$ cat src/rtl/cacheline_adaptor_if.sv
// Bus bundle between the cache's physical-memory port, the line/burst adaptor and the burst memory.
// Latency: none; wires only.
// Backpressure: read_i/write_i are held by the cache until resp_o; memory paces beats with resp_i.
// Ports (adaptor view, modport slave):
//   cache side : line_i, address_i, read_i, write_i -> ; line_o, resp_o <-
//   memory side: burst_i, resp_i -> ; burst_o, address_o, read_o, write_o <-
// The master modport is the environment side (cache plus memory model).
interface cacheline_adaptor_if #(
    parameter int LINE_W  = 256,
    parameter int BURST_W = 64,
    parameter int ADDR_W  = 32
);
    // cache side
    logic [LINE_W-1:0]  line_i;
    logic [LINE_W-1:0]  line_o;
    logic [ADDR_W-1:0]  address_i;
    logic               read_i;
    logic               write_i;
    logic               resp_o;
    // memory side
    logic [BURST_W-1:0] burst_i;
    logic [BURST_W-1:0] burst_o;
    logic [ADDR_W-1:0]  address_o;
    logic               read_o;
    logic               write_o;
    logic               resp_i;

    modport slave (
        input  line_i, address_i, read_i, write_i, burst_i, resp_i,
        output line_o, resp_o, burst_o, address_o, read_o, write_o
    );

    modport master (
        output line_i, address_i, read_i, write_i, burst_i, resp_i,
        input  line_o, resp_o, burst_o, address_o, read_o, write_o
    );
endinterface

$ cat src/rtl/cacheline_adaptor.sv
// Converts one cacheline read/write into a BEATS-beat burst to memory, then pulses resp_o once.
// Latency: request sampled cycle 0, burst cycles 1..BEATS at the earliest, resp_o in cycle BEATS+1.
// Backpressure: memory stalls the burst by holding resp_i low; the cache holds its request until resp_o.
// Ports: clk, rst (async active-low); bus (slave modport) carries the cache and memory signals.
module cacheline_adaptor #(
    parameter int LINE_W  = 256,
    parameter int BURST_W = 64,
    parameter int ADDR_W  = 32
) (
    input  logic                 clk,
    input  logic                 rst,
    cacheline_adaptor_if.slave   bus
);
    localparam int OFFS  = $clog2(LINE_W / 8);
    localparam int BEATS = LINE_W / BURST_W;
    localparam int CNT_W = $clog2(BEATS);
    localparam logic [CNT_W-1:0] LAST_BEAT = CNT_W'(BEATS - 1);

    typedef enum logic [1:0] {
        IDLE,
        RD_BURST,
        WR_BURST,
        DONE
    } state_t;

    state_t              state_q;
    logic [CNT_W-1:0]    cnt_q;
    logic [ADDR_W-1:0]   addr_q;
    logic [LINE_W-1:0]   wline_q;
    logic [LINE_W-1:0]   rline_q;
    logic                read_q;
    logic                write_q;
    logic                resp_q;

    // Line-aligned version of the incoming request address.
    logic [ADDR_W-1:0]   addr_aligned;
    assign addr_aligned = {bus.address_i[ADDR_W-1:OFFS], {OFFS{1'b0}}};

    always_ff @(posedge clk or negedge rst) begin
        if (!rst) begin
            state_q <= IDLE;
            cnt_q   <= '0;
            addr_q  <= '0;
            wline_q <= '0;
            rline_q <= '0;
            read_q  <= 1'b0;
            write_q <= 1'b0;
            resp_q  <= 1'b0;
        end else begin
            // resp_q is a single-cycle pulse; only the final-beat branches raise it.
            resp_q <= 1'b0;
            case (state_q)
                IDLE: begin
                    // Write has priority if the cache raises both.
                    if (bus.write_i) begin
                        wline_q <= bus.line_i;
                        addr_q  <= addr_aligned;
                        cnt_q   <= '0;
                        write_q <= 1'b1;
                        state_q <= WR_BURST;
                    end else if (bus.read_i) begin
                        addr_q  <= addr_aligned;
                        cnt_q   <= '0;
                        read_q  <= 1'b1;
                        state_q <= RD_BURST;
                    end
                end
                RD_BURST: begin
                    if (bus.resp_i) begin
                        rline_q[int'(cnt_q) * BURST_W +: BURST_W] <= bus.burst_i;
                        cnt_q <= cnt_q + CNT_W'(1);
                        if (cnt_q == LAST_BEAT) begin
                            read_q  <= 1'b0;
                            resp_q  <= 1'b1;
                            state_q <= DONE;
                        end
                    end
                end
                WR_BURST: begin
                    if (bus.resp_i) begin
                        cnt_q <= cnt_q + CNT_W'(1);
                        if (cnt_q == LAST_BEAT) begin
                            write_q <= 1'b0;
                            resp_q  <= 1'b1;
                            state_q <= DONE;
                        end
                    end
                end
                DONE: begin
                    state_q <= IDLE;
                end
                default: begin
                    state_q <= IDLE;
                end
            endcase
        end
    end

    assign bus.line_o    = rline_q;
    assign bus.address_o = addr_q;
    assign bus.read_o    = read_q;
    assign bus.write_o   = write_q;
    assign bus.resp_o    = resp_q;
    // Write beat follows the counter directly so the next beat is presented right after each accept.
    assign bus.burst_o   = (state_q == WR_BURST) ? wline_q[int'(cnt_q) * BURST_W +: BURST_W]
                                                 : '0;
endmodule

$ cat src/flat_wrapper.sv
// flat-port wrapper written by rule: the top's interface ports become plain ports
module cacheline_adaptor_flat 
#(
    parameter int LINE_W  = 256,
    parameter int BURST_W = 64,
    parameter int ADDR_W  = 32
)
  (clk, rst, bus_line_i, bus_address_i, bus_read_i, bus_write_i, bus_burst_i, bus_resp_i, bus_line_o, bus_resp_o, bus_burst_o, bus_address_o, bus_read_o, bus_write_o);
  cacheline_adaptor_if #(.LINE_W(LINE_W), .BURST_W(BURST_W), .ADDR_W(ADDR_W)) bus_i ();
  input  logic clk;
  input  logic rst;
  input wire logic [$bits(bus_i.line_i)-1:0] bus_line_i;
  input wire logic [$bits(bus_i.address_i)-1:0] bus_address_i;
  input wire logic [$bits(bus_i.read_i)-1:0] bus_read_i;
  input wire logic [$bits(bus_i.write_i)-1:0] bus_write_i;
  input wire logic [$bits(bus_i.burst_i)-1:0] bus_burst_i;
  input wire logic [$bits(bus_i.resp_i)-1:0] bus_resp_i;
  output wire logic [$bits(bus_i.line_o)-1:0] bus_line_o;
  output wire logic [$bits(bus_i.resp_o)-1:0] bus_resp_o;
  output wire logic [$bits(bus_i.burst_o)-1:0] bus_burst_o;
  output wire logic [$bits(bus_i.address_o)-1:0] bus_address_o;
  output wire logic [$bits(bus_i.read_o)-1:0] bus_read_o;
  output wire logic [$bits(bus_i.write_o)-1:0] bus_write_o;
  assign bus_i.line_i = bus_line_i;
  assign bus_i.address_i = bus_address_i;
  assign bus_i.read_i = bus_read_i;
  assign bus_i.write_i = bus_write_i;
  assign bus_i.burst_i = bus_burst_i;
  assign bus_i.resp_i = bus_resp_i;
  assign bus_line_o = bus_i.line_o;
  assign bus_resp_o = bus_i.resp_o;
  assign bus_burst_o = bus_i.burst_o;
  assign bus_address_o = bus_i.address_o;
  assign bus_read_o = bus_i.read_o;
  assign bus_write_o = bus_i.write_o;
  cacheline_adaptor #(.LINE_W(LINE_W), .BURST_W(BURST_W), .ADDR_W(ADDR_W)) u_core (.clk(clk), .rst(rst), .bus(bus_i));
endmodule
$ cat config.mk
export PLATFORM = sky130hd
export DESIGN_NAME = cacheline_adaptor_flat
export DESIGN_NICKNAME = d
export VERILOG_FILES = /design/src/rtl/cacheline_adaptor_if.sv /design/src/rtl/cacheline_adaptor.sv /design/src/flat_wrapper.sv
export SDC_FILE = /design/constraint.sdc
export NUM_CORES = 1
export LEC_CHECK = 0
export BUFFER_PORTS_ARGS = -buffer_cell sky130_fd_sc_hd__buf_2
export CORE_AREA = 4 4 273 275
export CTS_CLUSTER_SIZE = 14
export DETAILED_ROUTE_END_ITERATION = 12
export DIE_AREA = 0 0 277 279
export GPL_TIMING_DRIVEN = 0
export PLACE_DENSITY_LB_ADDON = 0.2
export REMOVE_ABC_BUFFERS = 1
export SLEW_MARGIN = 0
export SYNTH_ARGS = -nofsm -noshare
export SYNTH_HDL_FRONTEND = slang
export SYNTH_SLANG_ARGS = --single-unit
export TNS_END_PERCENT = 20
$ cat constraint.sdc
create_clock -name clk -period 4.6 [get_ports clk]
set_input_delay 0.23 -clock clk [delete_from_list [all_inputs] [get_ports clk]]
set_output_delay 0.23 -clock clk [all_outputs]
set_load 0.005 [all_outputs]
==> results of run 1 <==
-- metal layers --
layer	vias to the layer above	routed length [um]
met4	0	1870
met1	8489	29700
met3	118	6120
met2	583	35600
li1	7600	-
met5	-	0
-- cells by family after synthesis --
family                   Yosys count  share of synthesized area [%]
multiplexers                     349                           20.9
AO/OA/AOI/OAI                    265                           9.18
other                              1                         0.0168
buffers and inverters            124                           2.99
AND/OR/NAND/NOR                  235                           5.07
flip-flops                       546                           61.3
adder cells (fa/ha/maj)           10                          0.562
-- how the worst max path moves through the flow --
stage | to | cells after the start
2_1_floorplan | u_core.bus.line_o[0]$_DFFE_PN0P_ | 5
3_3_place_gp | u_core.bus.line_o[45]$_DFFE_PN0P_ | 5
3_5_place_dp | u_core.bus.line_o[62]$_DFFE_PN0P_ | 13
4_1_cts | u_core.bus.line_o[60]$_DFFE_PN0P_ | 13
5_1_grt | u_core.bus.line_o[60]$_DFFE_PN0P_ | 13
6_report | u_core.bus.line_o[60]$_DFFE_PN0P_ | 13
-- final cells by class --
type	count	area share (%)
Tap cell	959	3.68
Multi-Input combinational cell	864	24.7
Sequential cell	546	41.9
Timing Repair Buffer	1091	23.6
Clock inverter	16	0.660
Antenna cell	1	0.00767
Clock buffer	89	5.34
Inverter	5	0.0575
-- cell usage in the layout, fill, tap and decap left out, types with 2 or more instances in the layout --
cell type | synthesis | layout
and2_1 | 64 | 64
and3_1 | 2 | 2
conb_1 | 1 | 5
buf_8 | 0 | 4
a22o_1 | 183 | 183
clkinv_2 | 0 | 8
mux2_2 | 283 | 283
dfrtp_1 | 546 | 544
mux4_2 | 64 | 64
bufinv_16 | 0 | 5
mux2i_1 | 2 | 2
nand2_1 | 150 | 149
clkbuf_1 | 44 | 17
ha_1 | 10 | 9
buf_2 | 41 | 700
nand2b_1 | 5 | 5
o21ai_0 | 63 | 63
dfrtp_4 | 0 | 2
inv_1 | 5 | 5
dlygate4sd3_1 | 0 | 350
o21ai_1 | 10 | 10
clkbuf_8 | 0 | 11
nand3_4 | 0 | 4
buf_16 | 0 | 15
nor4b_2 | 2 | 2
buf_4 | 16 | 9
clkbuf_16 | 0 | 61
inv_6 | 0 | 2
buf_6 | 12 | 12
-- sequential cells by signal (all words and copies together), names as in the netlist --
register,flops
u_core.wline_q,256
u_core.bus.read_o,1
u_core.bus.write_o,1
u_core.bus.resp_o,1
u_core.bus.address_o,27
u_core.bus.line_o,256
u_core.state_q,2
u_core.cnt_q,2
-- metrics by stage --
step	cell area [um^2]	hold slack [ns]	std cells	utilization (%)
4_1_cts	32600	0.0132	3570	45.1
2_1_floorplan	21600	-0.0656	1415	-
3_5_place_dp	27100	0.168	3115	37.5
3_3_place_gp	26400	0.457	3075	36.4
6_report	32600	0.0927	3571	45.1
5_1_grt	32600	0.0898	3571	45.1
-- critical path, stage by stage (launching register included) --
cell,delay (ns)
dfrtp_4,0.76
inv_1,0.37
ha_1,0.48
nand3_4,0.30
nor4b_2,0.43
buf_4,0.25
buf_4,0.20
buf_4,0.20
buf_4,0.19
buf_4,0.17
buf_4,0.18
buf_4,0.21
buf_4,0.20
a22o_1,0.14
-- what timing repair did --
item,4_1_cts,5_1_grt
hold endpoints to repair,644,0
hold buffers,350,0
gates resized for setup,0,0
-- power groups by stage --
stage               Combinational, mW  Clock, mW  Sequential (mW)
floorplan                        4.16          0             7.95
global placement                 6.80          0             8.17
detailed placement               6.71          0             8.06
CTS                              6.95       4.96             8.03
global route                     7.45       5.17             8.28
finish                           6.84       4.82             8.05
==> key figures, run 1 <==
Outcome
  • Outcome: finished clean

Synth
  • Share of flip-flops with an asynchronous set or reset: 100%
  • Area contributors post-synth: dfrtp_1, mux2_2, a22o_1, mux4_2, nand2_1
  • Yosys reg bits: 546
  • Ys flop type: dfrtp_1
  • Post-synth top area share: 61.3%
  • EDFF count, synth: 0
  • Average size of a mapped cell: 14.6 um^2
  • Cell count after synthesis: 1530
  • Yosys top cell by area: dfrtp_1
  • Most frequently used cell type in the post-synthesis netlist: dfrtp_1
  • Cell area after technology mapping: 22300 um^2
  • Sequential cell area fraction in the yosys report: 61.3%
  • List of most frequent post-synthesis cells: dfrtp_1, mux2_2, a22o_1, nand2_1
  • Count of distinct cell types in the synthesized netlist: 37
  • Yosys Warn Count: 0

Floorplanning
  • Starting density of the core: 30.8%
  • Placeable core area: 72300 um^2
  • Die area: 77300 um^2
  • Die width: 277 um
  • I/O pin cnt: 712
  • Site row count: 99
  • Overall die height: 279 um

Timing
  • Final Cycle Share: 90.6%
  • Actual transition at the worst max-transition pin: 1.17 ns
  • Period minus WS final: 4.17 ns
  • Clock Skews: 0.0205 ns
  • Rel. slew slack: 21.8%
  • Final-report max-slew violation count: 0
  • RSZ-0062 raised after global routing: false
  • Setup violators final: 0
  • Final setup margin: 0.433 ns
  • Maximum clock frequency: 240 MHz
  • Fin. Hold Viols: 0
  • Total negative slack for setup checks: 0 ns

Route
  • Antenna-violating nets left: 0
  • Vias post-DR: 16790
  • Iteration count of the initial detailed-routing pass: 5
  • Via density per instance: 4.70
  • Drt first-iter violations: 732
  • Detail-routed net length per standard cell: 20.5 um
  • Final Routed Wirelength: 73.2 mm
  • DRC violation count after routing: 0

Power and ir drop
  • Reg power frac: 40.8%
  • Clock Power Share: 24.5%
  • VDD IR max: 336 uV
  • Pwr Density: 604 nW/um^2
  • Share of total power consumed by net switching: 30.3%
  • Leakage: 15.7 nW
  • Internal power consumption: 13.7 mW
  • Sw power: 5.98 mW
  • Final total power: 19.7 mW
  • Comb pwr share: 34.7%

Critical path
  • Reg2reg setup slack: 0.43 ns
  • Setup crit start: u_core.cnt_q[0]$_DFFE_PN0P_
  • R2r startpoint: u_core.cnt_q[0]$_DFFE_PN0P_
  • Biggest fanout along the worst timing path: 37
  • Class of the most critical setup path: reg2reg
  • R2r worst-path depth: 13
  • Arrival time at the worst endpoint: 4.71 ns
  • RR Endpoint: u_core.bus.line_o[60]$_DFFE_PN0P_
  • Kind of launch point of the worst setup path: flop
  • Critical Path RT: 5.14 ns
  • Setup crit end kind: flop

Global route
  • Fraction of met1 tracks used by global routing: 22.9%
  • Number of global-route vias before repair: 18757
  • Met2 routing resource usage after global routing: 31.4%
  • Pin count of the biggest net entering global routing: 122
  • Routing usage on met3: 6.13%
  • Initial antenna violation count: 1
  • Overflow left after global routing: 0
  • Global-route wire length before repair: 114 mm
  • Overall routing resource usage: 18.5%
  • Global routing's busiest layer: met2

Layout
  • Area of the multi-input gates: 8060 um^2
  • Area overhead of the layout relative to synthesis: 46.4%
  • Area used by sequential logic in the layout: 13700 um^2
  • Final-stage net count: 2935
  • Number of inserted filler cells in the final layout: 6639
  • Fraction of final layout cells sized beyond drive strength 1: 45.7%

Clock tree
  • Clock Latency Late Sink: 0.61 ns
  • Clock Sink Count: 546
  • CTS tree: yes
  • Number of buffers added by the clock tree synthesis step: 60
  • CTS Root Cell: clkbuf_16
  • CTS Buffer Depth: 3
  • Post-CTS setup buffer count: 0
  • CTS HTree Levels: 2
  • Reg clk slew, reported paths: 0.06 ns

Worst hold path
  • Hold crit path type: in2reg
  • Cells on Worst Hold Path: 3
  • Hold Crit Endpoint: u_core.state_q[0]$_DFFE_PN0P_
  • Worst min-delay path startpoint: bus_write_i

Flow run
  • Reported max-cap violation count: 0

Placement
  • Final RePlAce weighted congestion: 0.842
  • Pre-CTS setup slack: 0.430 ns
  • HPWL after DPL: 50.9 mm
  • Count of port buffers added during placement: 701
(Power assumes the default switching activity.)
==> run 2, diff against run 1 <==
--- a/config.mk
+++ b/config.mk
@@ -5,11 +5,12 @@
 export SDC_FILE = /design/constraint.sdc
 export NUM_CORES = 1
 export LEC_CHECK = 0
+export ABC_AREA = 1
 export BUFFER_PORTS_ARGS = -buffer_cell sky130_fd_sc_hd__buf_2
-export CORE_AREA = 4 4 273 275
+export CORE_AREA = 4 4 272 274
 export CTS_CLUSTER_SIZE = 14
 export DETAILED_ROUTE_END_ITERATION = 12
-export DIE_AREA = 0 0 277 279
+export DIE_AREA = 0 0 276 278
 export GPL_TIMING_DRIVEN = 0
 export PLACE_DENSITY_LB_ADDON = 0.2
 export REMOVE_ABC_BUFFERS = 1
==> run 2 against run 1 <==
  * First-iteration DRC count up 96%
  * Setup slack better by 0.59 ns
  * Worst hold slack lost 0.038 ns
  * Flip-flop and latch count unchanged
  * Synthesized cell count is 84% higher
  * Total power shrank 6.1%
  * Clock skew rose by 0.0017 ns
  * Combinational power shrank 3.4%
  * Critical path depth is 5 lower
==> key figures, run 2 <==
Route
  • Antenna-violating nets left: 0
  • Vias post-DR: 22512
  • DRC violation count after routing: 0
  • Iteration count of the initial detailed-routing pass: 5
  • Drt first-iter violations: 1436
  • Final Routed Wirelength: 85.7 mm
  • Via density per instance: 4.70
  • Detail-routed net length per standard cell: 17.9 um

Clock tree
  • Total of cells resized after clock tree synthesis: 0
  • Count of hold-fix buffers inserted at cts: 350
  • CTS HTree Levels: 2
  • Clock Latency Late Sink: 0.62 ns
  • Number of buffers added by the clock tree synthesis step: 61
  • CTS tree: yes
  • Clock Sink Count: 546
  • CTS Root Cell: clkbuf_16
  • CTS Buffer Depth: 3
  • Post-CTS setup buffer count: 0
  • Reg clk slew, reported paths: 0.06 ns

Critical path
  • Worst path slowest cell: dfrtp_4
  • Class of the most critical setup path: reg2reg
  • Biggest fanout along the worst timing path: 99
  • Setup crit end kind: flop
  • Kind of launch point of the worst setup path: flop
  • Slowest stage delay, CP: 0.95 ns
  • Critical Path RT: 5.15 ns
  • Arrival time at the worst endpoint: 4.12 ns
  • Cell Chain, Critical Path: inv_6 -> buf_16 -> ha_1 -> nand2_1 -> nor2_4 -> buf_12 -> nand3_1 -> nand2_1
  • Cell type with the highest occurrence count on the critical path: nand2_1

Synth
  • Count of distinct cell types in the synthesized netlist: 22
  • Share of flip-flops with an asynchronous set or reset: 100%
  • Sequential cell area fraction in the yosys report: 58.0%
  • EDFF count, synth: 0
  • Yosys Warn Count: 0
  • Ys flop type: dfrtp_1
  • Average size of a mapped cell: 8.34 um^2
  • Yosys top cell by area: dfrtp_1
  • Area contributors post-synth: dfrtp_1, nand2_1, a21oi_1, nand3_1, inv_1
  • Cell area after technology mapping: 23500 um^2
  • Post-synth top area share: 58.0%
  • Yosys reg bits: 546
  • List of most frequent post-synthesis cells: nand2_1, dfrtp_1, a21oi_1, nand3_1, inv_1
  • Most frequently used cell type in the post-synthesis netlist: nand2_1
  • Cell count after synthesis: 2822

Floorplanning
  • Site row count: 98
  • Placeable core area: 71400 um^2
  • Starting density of the core: 33.0%
  • Overall die height: 278 um
  • Die area: 76700 um^2
  • I/O pin cnt: 712
  • Die width: 276 um

Placement
  • Final RePlAce weighted congestion: 0.822
  • Placed insts: 4313
  • HPWL after DPL: 55.6 mm
  • Count of port buffers added during placement: 701

Outcome
  • Outcome: finished clean

Timing
  • Setup violators final: 0
  • Final-report max-slew violation count: 0
  • Fin. Hold Viols: 0
  • Total negative slack for setup checks: 0 ns
  • Clock Skews: 0.0222 ns
  • RSZ-0062 raised after global routing: false
  • Worst hold slack after final layout: 0.0542 ns
  • Period minus WS final: 3.58 ns
  • Actual transition at the worst max-transition pin: 1.07 ns
  • Final Cycle Share: 77.8%
  • Rel. slew slack: 28.7%
  • Maximum clock frequency: 279 MHz

Power and ir drop
  • Pwr Density: 553 nW/um^2
  • Leakage: 18.0 nW
  • VDD IR max: 348 uV
  • Final total power: 18.5 mW

Layout
  • Most common cell after layout, fill and taps aside: nand2_1
  • Area overhead of the layout relative to synthesis: 42.1%
  • Utilization after layout: 46.9%
  • Number of inserted filler cells in the final layout: 7068
  • Fraction of final layout cells sized beyond drive strength 1: 22.0%
  • Most used cells in the layout excluding fill and tap cells: nand2_1, buf_2, dfrtp_1, dlygate4sd3_1, a21oi_1
  • Number of cells in the finished layout apart from fillers: 4786
  • Final-stage net count: 4143

Global route
  • Pin count of the biggest net entering global routing: 175
  • Overall routing resource usage: 21.8%
  • Initial antenna violation count: 17
  • Number of global-route vias before repair: 23146
  • Global-route wire length before repair: 135 mm
  • Overflow left after global routing: 0

Worst hold path
  • Hold crit path type: in2reg

Flow run
  • Reported max-cap violation count: 0
run 2: cell count changes after synthesis, sizes merged, moves of 5 or more:
cell    change
a21oi     +320
a22o      -183
and2       -64
buf        +81
clkbuf     -12
inv       +268
mux2      -283
mux4       -64
nand2     +644
nand2b      -5
nand3     +282
nor2      +268
o21ai      +59
run 2: critical path, delay by kind of cell (launching register included):
kind	cells	cell delay, ns
DFF	1	0.95
adders and majority gates	1	0.43
and+or+nand+nor	4	1.08
buffers and inverters	3	0.96
run 2: power breakdown:
| group | internal [mW] | switching (mW) | total (mW) |
|---|---|---|---|
| Combinational | 2.45 | 4.16 | 6.61 |
| Clock | 2.79 | 2.03 | 4.83 |
| Sequential | 6.40 | 0.663 | 7.06 |
| Total | 11.6 | 6.86 | 18.5 |
run 2: stage by stage:
step	setup WS, ns	instance area, um^2
floorplan	-1.74	22600
global placement	-8.81	27300
detailed placement	0.967	28000
finish	1.02	33500
global route	0.815	33400
CTS	0.950	33400
run 2: final cells by class:
cell class / count / area [um^2] / share of cell area (%)
timing repair buffer: 1075 / 7630 / 22.8
antenna: 14 / 35.0 / 0.105
sequential: 546 / 13700 / 40.9
clock buffer: 93 / 1810 / 5.40
tap: 950 / 1190 / 3.55
clock inverter: 16 / 145 / 0.434
inverter: 273 / 1040 / 3.11
multi-input combinational: 1819 / 7940 / 23.7
run 2: path summary, 6_finish.rpt:
path / from / endpoint / slack (ns) / cells past startpoint
min in group asynchronous: rst / u_core.wline_q[238]$_DFFE_PN0P_ / 0.18 / 2
setup / recovery: u_core.cnt_q[0]$_DFFE_PN0P_ / u_core.bus.line_o[167]$_DFFE_PN0P_ / 1.02 / 8
hold / removal: bus_write_i / u_core.state_q[0]$_DFFE_PN0P_ / 0.05 / 4
setup reg to reg: u_core.cnt_q[0]$_DFFE_PN0P_ / u_core.bus.line_o[167]$_DFFE_PN0P_ / 1.02 / 8
hold reg to reg: u_core.bus.line_o[58]$_DFFE_PN0P_ / u_core.bus.line_o[58]$_DFFE_PN0P_ / 0.47 / 2
max in group asynchronous: rst / u_core.bus.line_o[48]$_DFFE_PN0P_ / 2.91 / 4
run 2: routing by layer:
metal | vias to the layer above | global-route usage, % | share of wire [%]
met5 | - | 0 | 0.064
met4 | 8 | 6.75 | 3.0
met3 | 157 | 5.34 | 7.0
met2 | 762 | 37.1 | 48
met1 | 10780 | 27.5 | 42
li1 | 10805 | - | -
run 2: cell families after synthesis:
family | share of synthesized area, %
and+or+nand+nor | 23.3
DFF | 58.0
buffers and inverters | 8.50
AOI/OAI and AO/OA | 9.65
adders and majority gates | 0.531
other | 0.0159
==> run 3, diff against run 2 <==
==> constraint.sdc (replaced) <==
create_clock -name clk -period 3.7 [get_ports clk]
set_input_delay 0.185 -clock clk [delete_from_list [all_inputs] [get_ports clk]]
set_output_delay 0.185 -clock clk [all_outputs]
set_load 0.005 [all_outputs]
==> run 3 against run 2 <==
  * Cell count about the same
  * Total power grew 24%
  * Routed wire length is 0.42% higher
  * Maximum frequency up 3.3%
  * Clock skew decreased by 0.0019 ns
  * Largest cell class unchanged
==> key figures, run 3 (same netlist as run 2, synthesis figures left out) <==
Global route
  • Number of global-route vias before repair: 23155
  • Overflow left after global routing: 0
  • Pin count of the biggest net entering global routing: 175
  • Overall routing resource usage: 21.8%
  • Initial antenna violation count: 17
  • Global-route wire length before repair: 135 mm

Timing
  • Setup violators final: 0
  • Period minus WS final: 3.46 ns
  • Final-report max-slew violation count: 0
  • Final Cycle Share: 93.6%
  • Actual transition at the worst max-transition pin: 1.09 ns
  • Rel. slew slack: 27.2%
  • Clock Skews: 0.0203 ns
  • RSZ-0062 raised after global routing: false
  • Final setup margin: 0.237 ns
  • Maximum clock frequency: 289 MHz
  • Fin. Hold Viols: 0

Layout
  • Final-stage net count: 4148
  • Most common cell after layout, fill and taps aside: nand2_1
  • Fraction of final layout cells sized beyond drive strength 1: 22.0%
  • Most used cells in the layout excluding fill and tap cells: nand2_1, buf_2, dfrtp_1, dlygate4sd3_1, a21oi_1
  • Area overhead of the layout relative to synthesis: 42.2%

Critical path
  • RR Endpoint: u_core.bus.line_o[132]$_DFFE_PN0P_
  • R2r worst-path depth: 7
  • Reg2reg setup slack: 0.24 ns
  • R2r startpoint: u_core.cnt_q[0]$_DFFE_PN0P_
  • Class of the most critical setup path: reg2reg
  • Critical Path RT: 4.24 ns
  • Biggest fanout along the worst timing path: 99
  • Kind of launch point of the worst setup path: flop
  • Arrival time at the worst endpoint: 4.01 ns
  • Setup crit end kind: flop

Placement
  • Pre-CTS setup slack: 0.0670 ns
  • Final RePlAce weighted congestion: 0.822
  • Count of port buffers added during placement: 701
  • HPWL after DPL: 55.6 mm

Power and ir drop
  • Final total power: 23.0 mW
  • Internal power consumption: 14.5 mW
  • Reg power frac: 38.1%
  • Clock Power Share: 26.0%
  • Comb pwr share: 35.9%
  • Leakage: 18.1 nW
  • VDD IR max: 432 uV
  • Pwr Density: 687 nW/um^2
  • Share of total power consumed by net switching: 37.1%
  • Sw power: 8.54 mW

Clock tree
  • CTS Buffer Depth: 3
  • CTS HTree Levels: 2
  • Clock Latency Late Sink: 0.62 ns
  • Clock Sink Count: 546
  • Reg clk slew, reported paths: 0.06 ns
  • CTS tree: yes
  • Number of buffers added by the clock tree synthesis step: 61
  • CTS Root Cell: clkbuf_16

Floorplanning
  • Overall die height: 278 um
  • Die area: 76700 um^2
  • Die width: 276 um
  • Placeable core area: 71400 um^2
  • I/O pin cnt: 712
  • Starting density of the core: 33.0%
  • Site row count: 98

Route
  • DRC violation count after routing: 0
  • Detail-routed net length per standard cell: 18.0 um
  • Final Routed Wirelength: 86.0 mm
  • Via density per instance: 4.72
  • Vias post-DR: 22581
  • Antenna-violating nets left: 0
  • Iteration count of the initial detailed-routing pass: 5
  • Drt first-iter violations: 1508

Flow run
  • Reported max-cap violation count: 0

Outcome
  • Outcome: finished clean

Worst hold path
  • Hold crit path type: in2async
-- run 3: changes by cell type in the layout (fill, tap and decap cells not counted) --
cell,change
buf_4,+3
diode_2,-2
nor2_2,+1
dlygate4sd3_1,+1
-- run 3: power by group through the flow --
stage                     registers (mW)  clock network (mW)  logic [mW]
final                               8.78                5.99        8.26
after global routing                9.00                6.39        9.33
after CTS                           8.77                6.15        8.32
after global placement              8.83                   0        7.16
after detailed placement            8.86                   0        7.97
after floorplan                     8.90                   0        4.55
-- run 3: through the flow --
stage	cells	hold WS [ns]	utilization [%]	cell area [um^2]	setup TNS (ns)
CTS	4773	0.0974	46.8	33400	0
detailed placement	4313	0.182	39.2	28000	0
floorplan	2638	-0.111	-	22600	-739.91
global route	4785	0.161	46.9	33500	0
finish	4789	0.131	46.9	33500	0
global placement	4289	0.380	38.2	27300	-8405.10
-- run 3: per-layer routing --
metal / track usage [%] / vias to the layer above / part of all wire [%]
met1: 27.5 / 10831 / 42
met2: 37.1 / 759 / 48
met4: 6.75 / 14 / 3.0
met3: 5.34 / 161 / 7.0
met5: 0 / - / 0.11
li1: - / 10816 / -
-- run 3: worst max-delay path, cell delays in order (launching register included) --
cell,delay (ns)
dfrtp_4,0.95
inv_6,0.29
buf_16,0.33
ha_1,0.42
nand2_1,0.21
nor2_2,0.87
nand3_1,0.15
nand2_1,0.10
-- run 3: layout make-up --
type                            count  area [um^2]
Clock inverter                     16          145
Multi-Input combinational cell   1820         7950
Tap cell                          950         1190
Sequential cell                   546        13700
Clock buffer                       93         1810
Antenna cell                       12         30.0
Fill cell                        7063        37900
Timing Repair Buffer             1079         7660
Inverter                          273         1040
-- run 3: worst max-delay path by stage --
stage	endpoint	cells after the start	start
finish	u_core.bus.line_o[132]$_DFFE_PN0P_	7	u_core.cnt_q[0]$_DFFE_PN0P_
global route	u_core.bus.line_o[184]$_DFFE_PN0P_	7	u_core.cnt_q[0]$_DFFE_PN0P_
detailed placement	u_core.bus.line_o[40]$_DFFE_PN0P_	8	u_core.cnt_q[0]$_DFFE_PN0P_
global placement	u_core.bus.line_o[114]$_DFFE_PN0P_	1	rst
CTS	u_core.bus.line_o[60]$_DFFE_PN0P_	8	u_core.cnt_q[0]$_DFFE_PN0P_
floorplan	u_core.bus.line_o[64]$_DFFE_PN0P_	6	u_core.cnt_q[0]$_DFFE_PN0P_
-- run 3: what timing repair did --
| item | in CTS | in global routing |
|---|---|---|
| endpoints found under the setup margin | 0 | 93 |
| endpoints found under the hold margin | 612 | 0 |
| hold buffers | 351 | 0 |
| buffers inserted | 0 | 3 |
| resized for setup | 0 | 0 |
